<file path="src/rtl/cpu_pkg.sv">
// Shared MIPS32 pipeline definitions used by the fetch and decode stages.
//  ADDR_W          instruction memory word-address width
//  NOP_WORD        bubble word inserted into IF/ID on flush or halt
//  HALT_WORD       fill / end-of-program word; fetching it stops fetch
//  fetch_state_t   fetch FSM states {RUN, HALTED}
package cpu_pkg;

  localparam int          ADDR_W    = 10;
  localparam logic [31:0] NOP_WORD  = 32'h0000_0000;
  localparam logic [31:0] HALT_WORD = 32'hFFFF_FFFF;

  typedef enum logic [0:0] {
    RUN    = 1'b0,
    HALTED = 1'b1
  } fetch_state_t;

endpackage

</file>
<file path="src/rtl/instruction_fetch_unit_if_id_reg.sv">
// IF/ID pipeline register with hold / load / flush controls.
//  clk, rst        clock and synchronous active-high reset
//  load            capture d_instr / d_pc_plus1 and mark the entry valid
//  flush           replace the entry with a bubble (wins over load)
//  d_instr         incoming instruction word
//  d_pc_plus1      incoming pc+1 (word index, zero-extended)
//  instr           registered instruction to decode
//  pc_plus1        registered pc+1
//  valid           register holds a real instruction
// With neither load nor flush the register holds its contents.
module if_id_reg
  import cpu_pkg::*;
#(
  parameter logic [31:0] NOP = NOP_WORD
) (
  input  logic        clk,
  input  logic        rst,
  input  logic        load,
  input  logic        flush,
  input  logic [31:0] d_instr,
  input  logic [31:0] d_pc_plus1,
  output logic [31:0] instr,
  output logic [31:0] pc_plus1,
  output logic        valid
);

  logic [31:0] instr_reg;
  logic [31:0] pc_plus1_reg;
  logic        valid_reg;

  always_ff @(posedge clk) begin
    if (rst) begin
      instr_reg    <= NOP;
      pc_plus1_reg <= 32'd0;
      valid_reg    <= 1'b0;
    end else if (flush) begin
      // pc_plus1 is meaningless in a bubble, so it is simply left alone.
      instr_reg <= NOP;
      valid_reg <= 1'b0;
    end else if (load) begin
      instr_reg    <= d_instr;
      pc_plus1_reg <= d_pc_plus1;
      valid_reg    <= 1'b1;
    end
  end

  assign instr    = instr_reg;
  assign pc_plus1 = pc_plus1_reg;
  assign valid    = valid_reg;

endmodule

</file>
<file path="src/rtl/instruction_fetch_unit.sv">
// MIPS32 instruction fetch front end. Holds the PC, drives the combinational
// instruction memory, captures the returned word into IF/ID, and handles
// stall, branch/jump redirect with flush, halt on the fill word, and a count
// of delivered instructions.
//  clk, rst          clock and synchronous active-high reset
//  stall             hold PC, IF/ID, state and counter this cycle
//  redirect_valid    taken branch / jump; load redirect_target and flush
//  redirect_target   new PC word index
//  imem_addr         {0, pc} to instruction memory
//  imem_instr        word at imem_addr, valid in the same cycle
//  if_id_instr       registered instruction to decode
//  if_id_pc_plus1    registered pc+1 (no wrap, zero-extended)
//  if_id_valid       IF/ID holds a real instruction
//  halted            fetch stopped on HALT_WORD
//  fetch_count       instructions delivered to IF/ID (wraps at 2**32)
module instruction_fetch_unit
  import cpu_pkg::*;
#(
  parameter int          ADDR_W    = cpu_pkg::ADDR_W,
  parameter int          DEPTH     = 2 ** ADDR_W,
  parameter int          RESET_PC  = 0,
  parameter logic [31:0] HALT_WORD = cpu_pkg::HALT_WORD,
  parameter logic [31:0] NOP_WORD  = cpu_pkg::NOP_WORD
) (
  input  logic              clk,
  input  logic              rst,
  input  logic              stall,
  input  logic              redirect_valid,
  input  logic [ADDR_W-1:0] redirect_target,
  output logic [31:0]       imem_addr,
  input  logic [31:0]       imem_instr,
  output logic [31:0]       if_id_instr,
  output logic [31:0]       if_id_pc_plus1,
  output logic              if_id_valid,
  output logic              halted,
  output logic [31:0]       fetch_count
);

  logic [ADDR_W-1:0] pc_reg, pc_next;
  fetch_state_t      state_reg, state_next;
  logic [31:0]       fetch_count_reg, fetch_count_next;
  logic              if_id_load;
  logic              if_id_flush;
  logic [31:0]       pc_plus1_wide;
  logic [ADDR_W-1:0] pc_wrapped;

  // pc+1 into IF/ID is taken at full width so the last word reports DEPTH,
  // while the PC itself wraps back to word 0.
  assign pc_plus1_wide = 32'(pc_reg) + 32'd1;
  assign pc_wrapped    = (pc_reg == ADDR_W'(DEPTH - 1)) ? '0 : pc_reg + 1'b1;

  // Priority: redirect > stall > HALTED > RUN fetch (rst handled in the flops).
  always_comb begin
    pc_next          = pc_reg;
    state_next       = state_reg;
    fetch_count_next = fetch_count_reg;
    if_id_load       = 1'b0;
    if_id_flush      = 1'b0;
    if (redirect_valid) begin
      pc_next     = redirect_target;
      state_next  = RUN;
      if_id_flush = 1'b1;
    end else if (stall) begin
      // everything holds
    end else if (state_reg == RUN) begin
      if (imem_instr == HALT_WORD) begin
        // Stop on the fill word; the PC stays pointing at it.
        state_next  = HALTED;
        if_id_flush = 1'b1;
      end else begin
        pc_next          = pc_wrapped;
        if_id_load       = 1'b1;
        fetch_count_next = fetch_count_reg + 32'd1;
      end
    end
  end

  always_ff @(posedge clk) begin
    if (rst) begin
      pc_reg          <= ADDR_W'(RESET_PC);
      state_reg       <= RUN;
      fetch_count_reg <= 32'd0;
    end else begin
      pc_reg          <= pc_next;
      state_reg       <= state_next;
      fetch_count_reg <= fetch_count_next;
    end
  end

  if_id_reg #(
    .NOP (NOP_WORD)
  ) u_if_id_reg (
    .clk        (clk),
    .rst        (rst),
    .load       (if_id_load),
    .flush      (if_id_flush),
    .d_instr    (imem_instr),
    .d_pc_plus1 (pc_plus1_wide),
    .instr      (if_id_instr),
    .pc_plus1   (if_id_pc_plus1),
    .valid      (if_id_valid)
  );

  assign imem_addr   = 32'(pc_reg);
  assign halted      = (state_reg == HALTED);
  assign fetch_count = fetch_count_reg;

endmodule

</file>
<file path="config.mk">
export PLATFORM = sky130hd
export DESIGN_NAME = instruction_fetch_unit
export DESIGN_NICKNAME = d
export VERILOG_FILES = /design/src/rtl/cpu_pkg.sv /design/src/rtl/instruction_fetch_unit_if_id_reg.sv /design/src/rtl/instruction_fetch_unit.sv
export SDC_FILE = /design/constraint.sdc
export NUM_CORES = 1
export LEC_CHECK = 0
export CAP_MARGIN = 10
export CORE_MARGIN = 8
export CORE_UTILIZATION = 50
export DETAILED_ROUTE_END_ITERATION = 6
export PLACE_DENSITY = 0.87
export SETUP_SLACK_MARGIN = 0.4
export SLEW_MARGIN = 10
export SYNTH_ARGS = -nofsm -noshare
export SYNTH_HDL_FRONTEND = slang
export SYNTH_HIERARCHICAL = 1
export SYNTH_SLANG_ARGS = --single-unit
</file>
<file path="constraint.sdc">
create_clock -name clk -period 5.2 [get_ports clk]
set_input_delay 0.52 -clock clk [delete_from_list [all_inputs] [get_ports clk]]
set_output_delay 0.52 -clock clk [all_outputs]
set_load 0.05 [all_outputs]
</file>
==> results of run 1 <==
==> worst register-to-register path, delay by kind of cell (launching register included) <==
| family | cells | cell delay (ns) |
|---|---|---|
| flops | 1 | 0.40 |
| simple gates | 3 | 1.45 |
| compound gates | 2 | 0.42 |
==> synthesized netlist by cell type, drive strengths merged (4+ instances only) <==
| cell type | n |
|---|---|
| nand4 | 22 |
| a31o | 4 |
| o31ai | 5 |
| dfxtp | 108 |
| xnor2 | 22 |
| a2111oi | 8 |
| mux2i | 33 |
| nand3 | 12 |
| nand2 | 23 |
| inv | 13 |
| nand2b | 32 |
| o21ai | 39 |
| xor2 | 5 |
| or3 | 7 |
| nor2 | 65 |
| or4 | 6 |
| nand4bb | 32 |
| buf | 36 |
| and3 | 5 |
| a21oi | 17 |
| a311oi | 4 |
| a211oi | 9 |
| clkbuf | 22 |
==> worst max path at each step <==
stage | slack [ns] | to | cells after the start | start
after floorplan | 2.50 | u_if_id_reg/instr[0] | 10 | imem_instr[23]
after global placement | 1.59 | u_if_id_reg/instr[12] | 9 | imem_instr[23]
after detailed placement | 1.50 | u_if_id_reg/instr[15] | 9 | imem_instr[23]
after CTS | 1.86 | u_if_id_reg/instr[15] | 9 | imem_instr[23]
after global routing | 1.62 | u_if_id_reg/instr[4] | 9 | imem_instr[23]
final | 1.88 | u_if_id_reg/instr[5] | 9 | imem_instr[21]
==> power groups by stage <==
stage / Sequential [mW] / Clock, mW / Combinational (mW)
6_report: 0.864 / 0.602 / 0.281
5_1_grt: 0.867 / 0.647 / 0.297
4_1_cts: 0.864 / 0.614 / 0.281
3_5_place_dp: 0.883 / 0 / 0.280
3_3_place_gp: 0.882 / 0 / 0.277
2_1_floorplan: 0.948 / 0 / 0.139
==> logic make-up after synthesis <==
logic type / share of synthesized area [%]
flip-flops: 41.7
AO/OA/AOI/OAI: 12.3
buffers and inverters: 8.99
adder cells (fa/ha/maj): 0.482
XOR/XNOR: 4.56
multiplexers: 6.37
AND/OR/NAND/NOR: 25.5
other: 0.0723
==> placed cells by master, fill, tap and decap left out, drive strengths merged, types with 12 or more instances in the layout <==
cell type	synthesis	final
nand4	22	22
dfxtp	108	108
conb	1	43
nand2	23	23
nand4bb	32	32
nand3	12	12
clkdlybuf4s50	0	152
xnor2	22	22
nand2b	32	32
a21oi	17	17
o21ai	39	39
inv	13	14
mux2i	33	33
nor2	65	65
==> per-stage QoR <==
| step | instance area (sq um) | instances | setup slack, ns | util [%] |
|---|---|---|---|---|
| 6_report | 6950 | 854 | 1.88 | 68.2 |
| 5_1_grt | 6950 | 854 | 1.62 | 68.2 |
| 4_1_cts | 6950 | 854 | 1.86 | 68.2 |
| 3_5_place_dp | 6710 | 838 | 1.50 | 65.9 |
| 3_3_place_gp | 6710 | 838 | 1.59 | 65.9 |
| 2_1_floorplan | 5350 | 601 | 2.50 | - |
==> per-layer routing <==
| metal | up-vias | global-route usage, % | wire (microns) |
|---|---|---|---|
| met5 | - | 0 | 0 |
| met4 | 0 | 7.05 | 300 |
| met3 | 29 | 5.28 | 962 |
| met2 | 169 | 33.3 | 6860 |
| met1 | 2175 | 21.7 | 5710 |
| li1 | 2237 | - | - |
==> area by class of cell <==
class | instances | area [sq um] | share of cell area [%]
inverter | 13 | 48.8 | 0.702
tap | 136 | 170 | 2.45
sequential | 108 | 2160 | 31.1
multi-input combinational | 422 | 2760 | 39.7
clock inverter | 6 | 111 | 1.60
clock buffer | 10 | 128 | 1.84
timing repair buffer | 159 | 1570 | 22.6
==> qor.txt, run 1 <==
cells after synthesis: 559
final hold slack: 0.472 ns
Worst-Margin Slew: 1.18 ns
CTS H-tree depth: 3
Setup crit end kind: register
ys flop type: dfxtp_1
FF+latch count, synth: 108
Reg clk slew, reported paths: 0.10 ns
Slew Limit Fails: 0
Post-CTS Resized: 0
HP Class: reg2reg
pwr/cell area: 252 nW/um^2
setup violators final: 0
relative slew slack: 21.1%
die width: 118 microns
synthesized area: 5190 sq um
Fin. Hold Viols: 0
Lkg Pwr: 2.36 nW
Seq/Total Area, Yosys: 41.7%
slowest cell on the critical path: or2_1
cell accounting for the most synthesized area: dfxtp_1
fill count: 817
WS Path Type: in2reg
r2r startpoint: halted
Comb pwr share: 16.1%
Clock Path Buffers: 2
Min Clock Period, post-route: 3.32 ns
buffers and inverters on the worst path: 3
TNS Setup: 0 ns
Clock Latency Late Sink: 0.36 ns
Sw Ratio: 27.4%
Initial Util: 50.9%
sequential fraction of design power: 49.4%
Root Buffer: clkbuf_8
Post-Route WL: 13.8 mm
Most common cell on crit path: buf_4
status: finished, final reports clean
Core Region: 10200 sq um
final period utilization: 63.8%
CP cell instances: clkdlybuf4s50_1, nand4_1, nor4_2, buf_4, nand2_1, o31ai_4, buf_4, or2_1, nor2_1
synth warn: 6
Area Overhead vs Synth: 33.9%
clock sinks: 108
maximum clock frequency: 301 MHz
setup slack, reg-to-reg: 2.77 ns
Max VDD drop: 177 uV
Rows: 37
Final ANT Viol Nets: 0
die area: 13900 sq um
total number of vias: 4610
Clock power frac: 34.5%
CTS tree: built
worst reg-to-reg path cell count: 5
vias in the first global route: 4474
vias per std cell: 5.40
Required @ worst endpoint: 5.40 ns
DP Wirelength: 10.3 mm
Sw Pwr: 0.478 mW
Inserted Diodes: 0
Layout Skew: 0.00890 ns
GRT overflow: 0
async set or reset register ratio after synthesis: 0%
post-synth top area share: 41.7%
Worst Hold Launch: u_if_id_reg/pc_plus1[19]
slowest cell delay on critical path: 0.87 ns
Synth area leaders: dfxtp_1 (42%), nand4bb_1 (6.9%), mux2i_1 (6.4%)
Worst Path Arrival: 3.52 ns
initial antenna violation count: 0
die height: 118 microns
number of setup buffers added after CTS: 0
reg2reg end: u_if_id_reg/pc_plus1[31]
DRT iter0 DRCs: 264
hold path depth: 2
Tot GR Track Use: 19.0%
cts hold-fix bufs: 0
first-pass GRT wire length: 22.5 mm
CP startpoint kind: input port
CP delay by family, top: simple AND/OR/NAND/NOR gates
total CTS buffers: 9
syn_area_per_cell: 9.28 sq um
I/O Buffers: 153
DRT Pass-1 Iters: 5
largest net degree at the start of global routing: 68
nets: 761
number of I/O pins: 176
Pint: 1.27 mW
hold endpoint: u_if_id_reg/pc_plus1[19]
Post-synth EDFFs: 0
residual DRC count: 0
RSZ-0062 raised after global routing: false
total power: 1.75 mW
fraction of layout cells with a size suffix above 1: 5.57%
routed len/inst: 16.2 microns
critical-path maximum fanout: 34
Synth cell types: 53
routability cong.: 0.890
max_cap viols: 0
No activity file was read; power rests on OpenSTA's default activity.
==> run 2, diff against run 1 <==
--- a/config.mk
+++ b/config.mk
@@ -7,9 +7,9 @@
 export LEC_CHECK = 0
 export CAP_MARGIN = 10
 export CORE_MARGIN = 8
-export CORE_UTILIZATION = 50
+export CORE_UTILIZATION = 46
 export DETAILED_ROUTE_END_ITERATION = 6
-export PLACE_DENSITY = 0.87
+export PLACE_DENSITY = 0.81
 export SETUP_SLACK_MARGIN = 0.4
 export SLEW_MARGIN = 10
 export SYNTH_ARGS = -nofsm -noshare
==> constraint.sdc (replaced) <==
create_clock -name clk -period 3.2 [get_ports clk]
set_input_delay 0.32 -clock clk [delete_from_list [all_inputs] [get_ports clk]]
set_output_delay 0.32 -clock clk [all_outputs]
set_load 0.05 [all_outputs]
==> run 2 against run 1 <==
Final cell count increased by 0.94%. Die area increased by 7.5%. Largest power group unchanged. Register-to-register slack lost 2.0 ns. Critical path depth down 3. Clock-buffer cell count unchanged. Critical endpoint is now fetch_count[26].
==> qor.txt, run 2 (synthesis gave the netlist of run 1 again) <==
status: finished, final reports clean
Clock Latency Late Sink: 0.34 ns
Pint: 2.10 mW
vias per std cell: 5.36
DRT Pass-1 Iters: 6
RSZ-0062 raised after global routing: false
Clock power frac: 36.4%
total CTS buffers: 9
die height: 122 microns
Initial Util: 47.4%
vias in the first global route: 4552
Rows: 38
CP cell instances: clkdlybuf4s50_1, nor3_1, nand4_1, a211oi_2, a31o_2, a21oi_1
CTS tree: built
largest net degree at the start of global routing: 70
critical-path maximum fanout: 10
Core Region: 10900 sq um
post-route insts no fill: 862
DP Wirelength: 10.2 mm
initial antenna violation count: 0
slowest cell delay on critical path: 0.71 ns
fraction of layout cells with a size suffix above 1: 6.23%
number of setup buffers added after CTS: 0
I/O Buffers: 153
sequential fraction of design power: 47.9%
slowest cell on the critical path: a211oi_2
Max VDD drop: 268 uV
nets: 765
residual DRC count: 0
maximum clock frequency: 399 MHz
TNS Setup: 0 ns
Lkg Pwr: 2.41 nW
setup violators final: 0
WS Path Type: in2reg
Post-CTS Resized: 0
number of I/O pins: 176
CP startpoint kind: input port
final hold slack: 0.464 ns
CP delay by family, top: compound AO/OA/AOI/OAI gates
leading cell type in the layout, fill and taps excluded: clkdlybuf4s50_1
Min Clock Period, post-route: 2.50 ns
Slew Limit Fails: 0
relative slew slack: 45.7%
cts hold-fix bufs: 0
max_cap viols: 0
final period utilization: 78.2%
most frequent cells in the layout: clkdlybuf4s50_1 (152), dfxtp_1 (108), nor2_1 (65), conb_1 (43), mux2i_1 (33)
Cells after DPL: 846
Final ANT Viol Nets: 0
buffers and inverters on the worst path: 1
Required @ worst endpoint: 3.41 ns
Setup crit end kind: register
Comb pwr share: 15.8%
fill count: 909
routability cong.: 0.848
Sw Pwr: 0.832 mW
Inserted Diodes: 0
Tot GR Track Use: 18.2%
HP Class: reg2reg
Util after Layout: 64.3%
die width: 122 microns
Worst Path Arrival: 2.72 ns
Layout Skew: 0.00352 ns
die area: 14900 sq um
first-pass GRT wire length: 22.4 mm
Worst-Margin Slew: 0.815 ns
multi-input logic area: 2760 sq um
GRT overflow: 0
Reg clk slew, reported paths: 0.07 ns
pwr/cell area: 417 nW/um^2
clock sinks: 108
Fin. Hold Viols: 0
Post-Route WL: 14.1 mm
CTS H-tree depth: 3
Clock Path Buffers: 2
Area Overhead vs Synth: 35.6%
DRT iter0 DRCs: 327
routed len/inst: 16.4 microns
Register Area: 2160 sq um
Sw Ratio: 28.4%
Root Buffer: clkbuf_16
total number of vias: 4620
## run 2: cell types whose count changed in the layout (fill, tap and decap cells not counted), moves of 2 or more
cell / previous run / this run
buf_4: 6 / 10
bufinv_16: 3 / 0
clkbuf_8: 9 / 1
clkbuf_16: 0 / 9
clkinv_4: 0 / 2
## run 2: per-stage QoR
| stage | total power, mW | instance area [sq um] | setup slack, ns |
|---|---|---|---|
| 2_1_floorplan | 1.77 | 5350 | 0.703 |
| 5_1_grt | 3.04 | 7040 | 0.494 |
| 3_5_place_dp | 1.89 | 6740 | 0.246 |
| 3_3_place_gp | 1.89 | 6740 | 0.404 |
| 4_1_cts | 2.95 | 7030 | 0.617 |
| 6_report | 2.93 | 7040 | 0.696 |
## run 2: worst paths after layout
check,startpoint,to,slack (ns),cells after the start
worst max-delay path,stall,fetch_count[26],0.70,6
worst min-delay path,u_if_id_reg/pc_plus1[4],u_if_id_reg/pc_plus1[4],0.46,2
worst max register to register,fetch_count[5],fetch_count[27],0.77,5
worst min register to register,u_if_id_reg/pc_plus1[4],u_if_id_reg/pc_plus1[4],0.46,2
## run 2: power groups by stage
stage               logic, mW  clock network (mW)  registers, mW
detailed placement      0.459                   0           1.43
global placement        0.453                   0           1.43
global route            0.486                1.14           1.41
floorplan               0.226                   0           1.54
CTS                     0.461                1.08           1.40
finish                  0.462                1.07           1.40
## run 2: cell type report
type	count	area share (%)
sequential	108	30.7
tap	140	2.49
clock inverter	6	0.694
clock buffer	10	3.40
multi-input combinational	422	39.2
inverter	13	0.694
timing repair buffer	163	22.8
## run 2: worst register-to-register path, stage by stage, from the launching register on
cell and delay [ns]:
dfxtp_1 0.48, nand4_2 0.15, or4_4 0.58, a2111o_1 0.55, or4_1 0.47, a21oi_1 0.14
## run 2: routing by layer
layer  global-route usage [%]  up-vias  part of all wire, %  wire length, microns
li1                         -     2247                    -                     -
met1                     21.9     2180                   41                  5790
met2                     31.1      168                   49                  6900
met3                     4.12       25                  8.0                  1130
met4                     6.47        0                  2.0                   286
met5                        0        -                    0                     0
==> run 3, diff against run 2 <==
--- a/config.mk
+++ b/config.mk
@@ -7,9 +7,9 @@
 export LEC_CHECK = 0
 export CAP_MARGIN = 10
 export CORE_MARGIN = 8
-export CORE_UTILIZATION = 46
+export CORE_UTILIZATION = 42
 export DETAILED_ROUTE_END_ITERATION = 6
-export PLACE_DENSITY = 0.81
+export PLACE_DENSITY = 0.78
 export SETUP_SLACK_MARGIN = 0.4
 export SLEW_MARGIN = 10
 export SYNTH_ARGS = -nofsm -noshare
==> constraint.sdc (replaced) <==
create_clock -name clk -period 2.3 [get_ports clk]
set_input_delay 0.23 -clock clk [delete_from_list [all_inputs] [get_ports clk]]
set_output_delay 0.23 -clock clk [all_outputs]
set_load 0.05 [all_outputs]
==> run 3 against run 2 <==
Design area rose by 13%. Routed wire length is 13% higher. Utilization is 1.3 points higher. Global-route usage is 0.14 points higher. Clock skew up 0.0049 ns. Total power grew 42%. Clock power increased by 42%. Final cell count grew 11%. Combinational power is 52% higher. Largest power group unchanged. Highest routed layer unchanged.
==> qor.txt, run 3 (synthesis gave the netlist of run 1 again) <==
status: finished, final reports clean
Worst-Margin Slew: 0.570 ns
setup violators final: 0
worst reg-to-reg path cell count: 5
Slew Limit Fails: 0
Sw Ratio: 28.1%
Rows: 40
Clock power frac: 36.4%
Root Buffer: clkbuf_16
CP startpoint kind: register
sequential fraction of design power: 46.7%
Inserted Diodes: 0
I/O Buffers: 153
Max VDD drop: 267 uV
hold path depth: 3
final hold slack: 0.142 ns
routability cong.: 0.790
fraction of layout cells with a size suffix above 1: 21.4%
Sw Pwr: 1.17 mW
Setup crit end kind: register
HP Class: in2reg
Final ANT Viol Nets: 0
nets: 828
Reg clk slew, reported paths: 0.07 ns
die width: 127 microns
CTS H-tree depth: 3
Clock Latency Late Sink: 0.35 ns
DRT iter0 DRCs: 348
hold endpoint: u_if_id_reg/instr[10]
cts hold-fix bufs: 0
Required @ worst endpoint: 2.59 ns
number of I/O pins: 176
relative slew slack: 61.0%
reg2reg end: fetch_count[27]
Worst Hold Launch: imem_instr[10]
Tot GR Track Use: 18.3%
Comb pwr share: 16.9%
GRT overflow: 0
DRT Pass-1 Iters: 4
maximum clock frequency: 473 MHz
Post-Route WL: 16.0 mm
Worst Path Arrival: 2.40 ns
pwr/cell area: 526 nW/um^2
final period utilization: 91.9%
clock sinks: 108
routed len/inst: 16.8 microns
r2r startpoint: fetch_count[8]
Layout Skew: 0.00842 ns
Core Region: 12100 sq um
DP Wirelength: 10.7 mm
setup slack, reg-to-reg: 0.19 ns
Initial Util: 43.0%
Setup crit start: fetch_count[8]
leading cell type in the layout, fill and taps excluded: clkdlybuf4s50_1
Area Overhead vs Synth: 52.6%
vias in the first global route: 4843
max_cap viols: 0
die area: 16200 sq um
CTS tree: built
total number of vias: 4939
WS Path Type: reg2reg
die height: 127 microns
initial antenna violation count: 0
Min Clock Period, post-route: 2.11 ns
Util after Layout: 65.7%
first-pass GRT wire length: 24.1 mm
most frequent cells in the layout: clkdlybuf4s50_1 (107), dfxtp_1 (84), nor2_1 (65), buf_4 (52), conb_1 (43)
largest net degree at the start of global routing: 105
total CTS buffers: 9
Clock Path Buffers: 2
Pint: 2.99 mW
Lkg Pwr: 3.14 nW
Fin. Hold Viols: 0
RSZ-0062 raised after global routing: true
vias per std cell: 5.18
residual DRC count: 0
critical-path maximum fanout: 7
[run 3: cell types whose count changed in the layout (fill, tap and decap cells not counted), moves of 14 or more]
cell,before,now
clkdlybuf4s50_1,152,107
buf_4,10,52
dfxtp_1,108,84
dlymetal6s2s_1,0,19
dfxtp_2,0,15
dlygate4sd2_1,0,14
[run 3: worst max-delay path: stages (launching register included)]
cell,delay (ns)
dfxtp_4,0.36
nand4_4,0.11
or4_4,0.57
a2111o_2,0.45
or4_4,0.44
a21oi_2,0.13
[run 3: worst max path at each step]
stage          depth (start not counted)                        to  slack, ns
6_report                               5           fetch_count[27]       0.19
5_1_grt                                6           fetch_count[31]       0.12
4_1_cts                                5           fetch_count[25]       0.13
3_5_place_dp                           7  u_if_id_reg/pc_plus1[31]      -0.32
3_3_place_gp                           7   u_if_id_reg/pc_plus1[0]      -0.21
2_1_floorplan                          6           fetch_count[23]       0.21
[run 3: layout make-up]
class | count | area [sq um]
clock buffers | 13 | 270
well taps | 168 | 210
multi-input cells | 425 | 2980
flip-flops and latches | 108 | 2210
fillers | 973 | 4140
clock inverters | 3 | 18.8
inverters | 13 | 48.8
repair buffers | 223 | 2180
[run 3: power by group through the flow]
stage	Clock, mW	Combinational, mW	Sequential, mW
after global routing	1.63	0.740	1.95
after global placement	0	0.655	1.99
final	1.52	0.704	1.94
after detailed placement	0	0.663	1.99
after CTS	1.55	0.664	1.94
after floorplan	0	0.317	2.13
[run 3: metal layers]
metal | global-route usage [%] | vias to the layer above | part of all wire (%)
li1 | - | 2383 | -
met2 | 30.2 | 175 | 49
met3 | 7.45 | 15 | 8.5
met5 | 0 | - | 0
met4 | 7.42 | 0 | 1.8
met1 | 20.6 | 2366 | 41
[run 3: repair_timing]
item                                    CTS  global route
endpoints found under the setup margin  101           106
setup buffers                            16            14
resized for setup                        40            83
gates cloned                              3             4
pin swaps                                12            23
[run 3: through the flow]
step	cells	worst slack (ns)	setup TNS (ns)	area [sq um]	total power, mW
6_report	953	0.186	0	7920	4.16
4_1_cts	935	0.129	0	7550	4.16
3_5_place_dp	900	-0.316	-15.63	7100	2.65
2_1_floorplan	601	0.206	0	5480	2.45
3_3_place_gp	900	-0.206	-8.95	7100	2.64
5_1_grt	953	0.123	0	7920	4.32
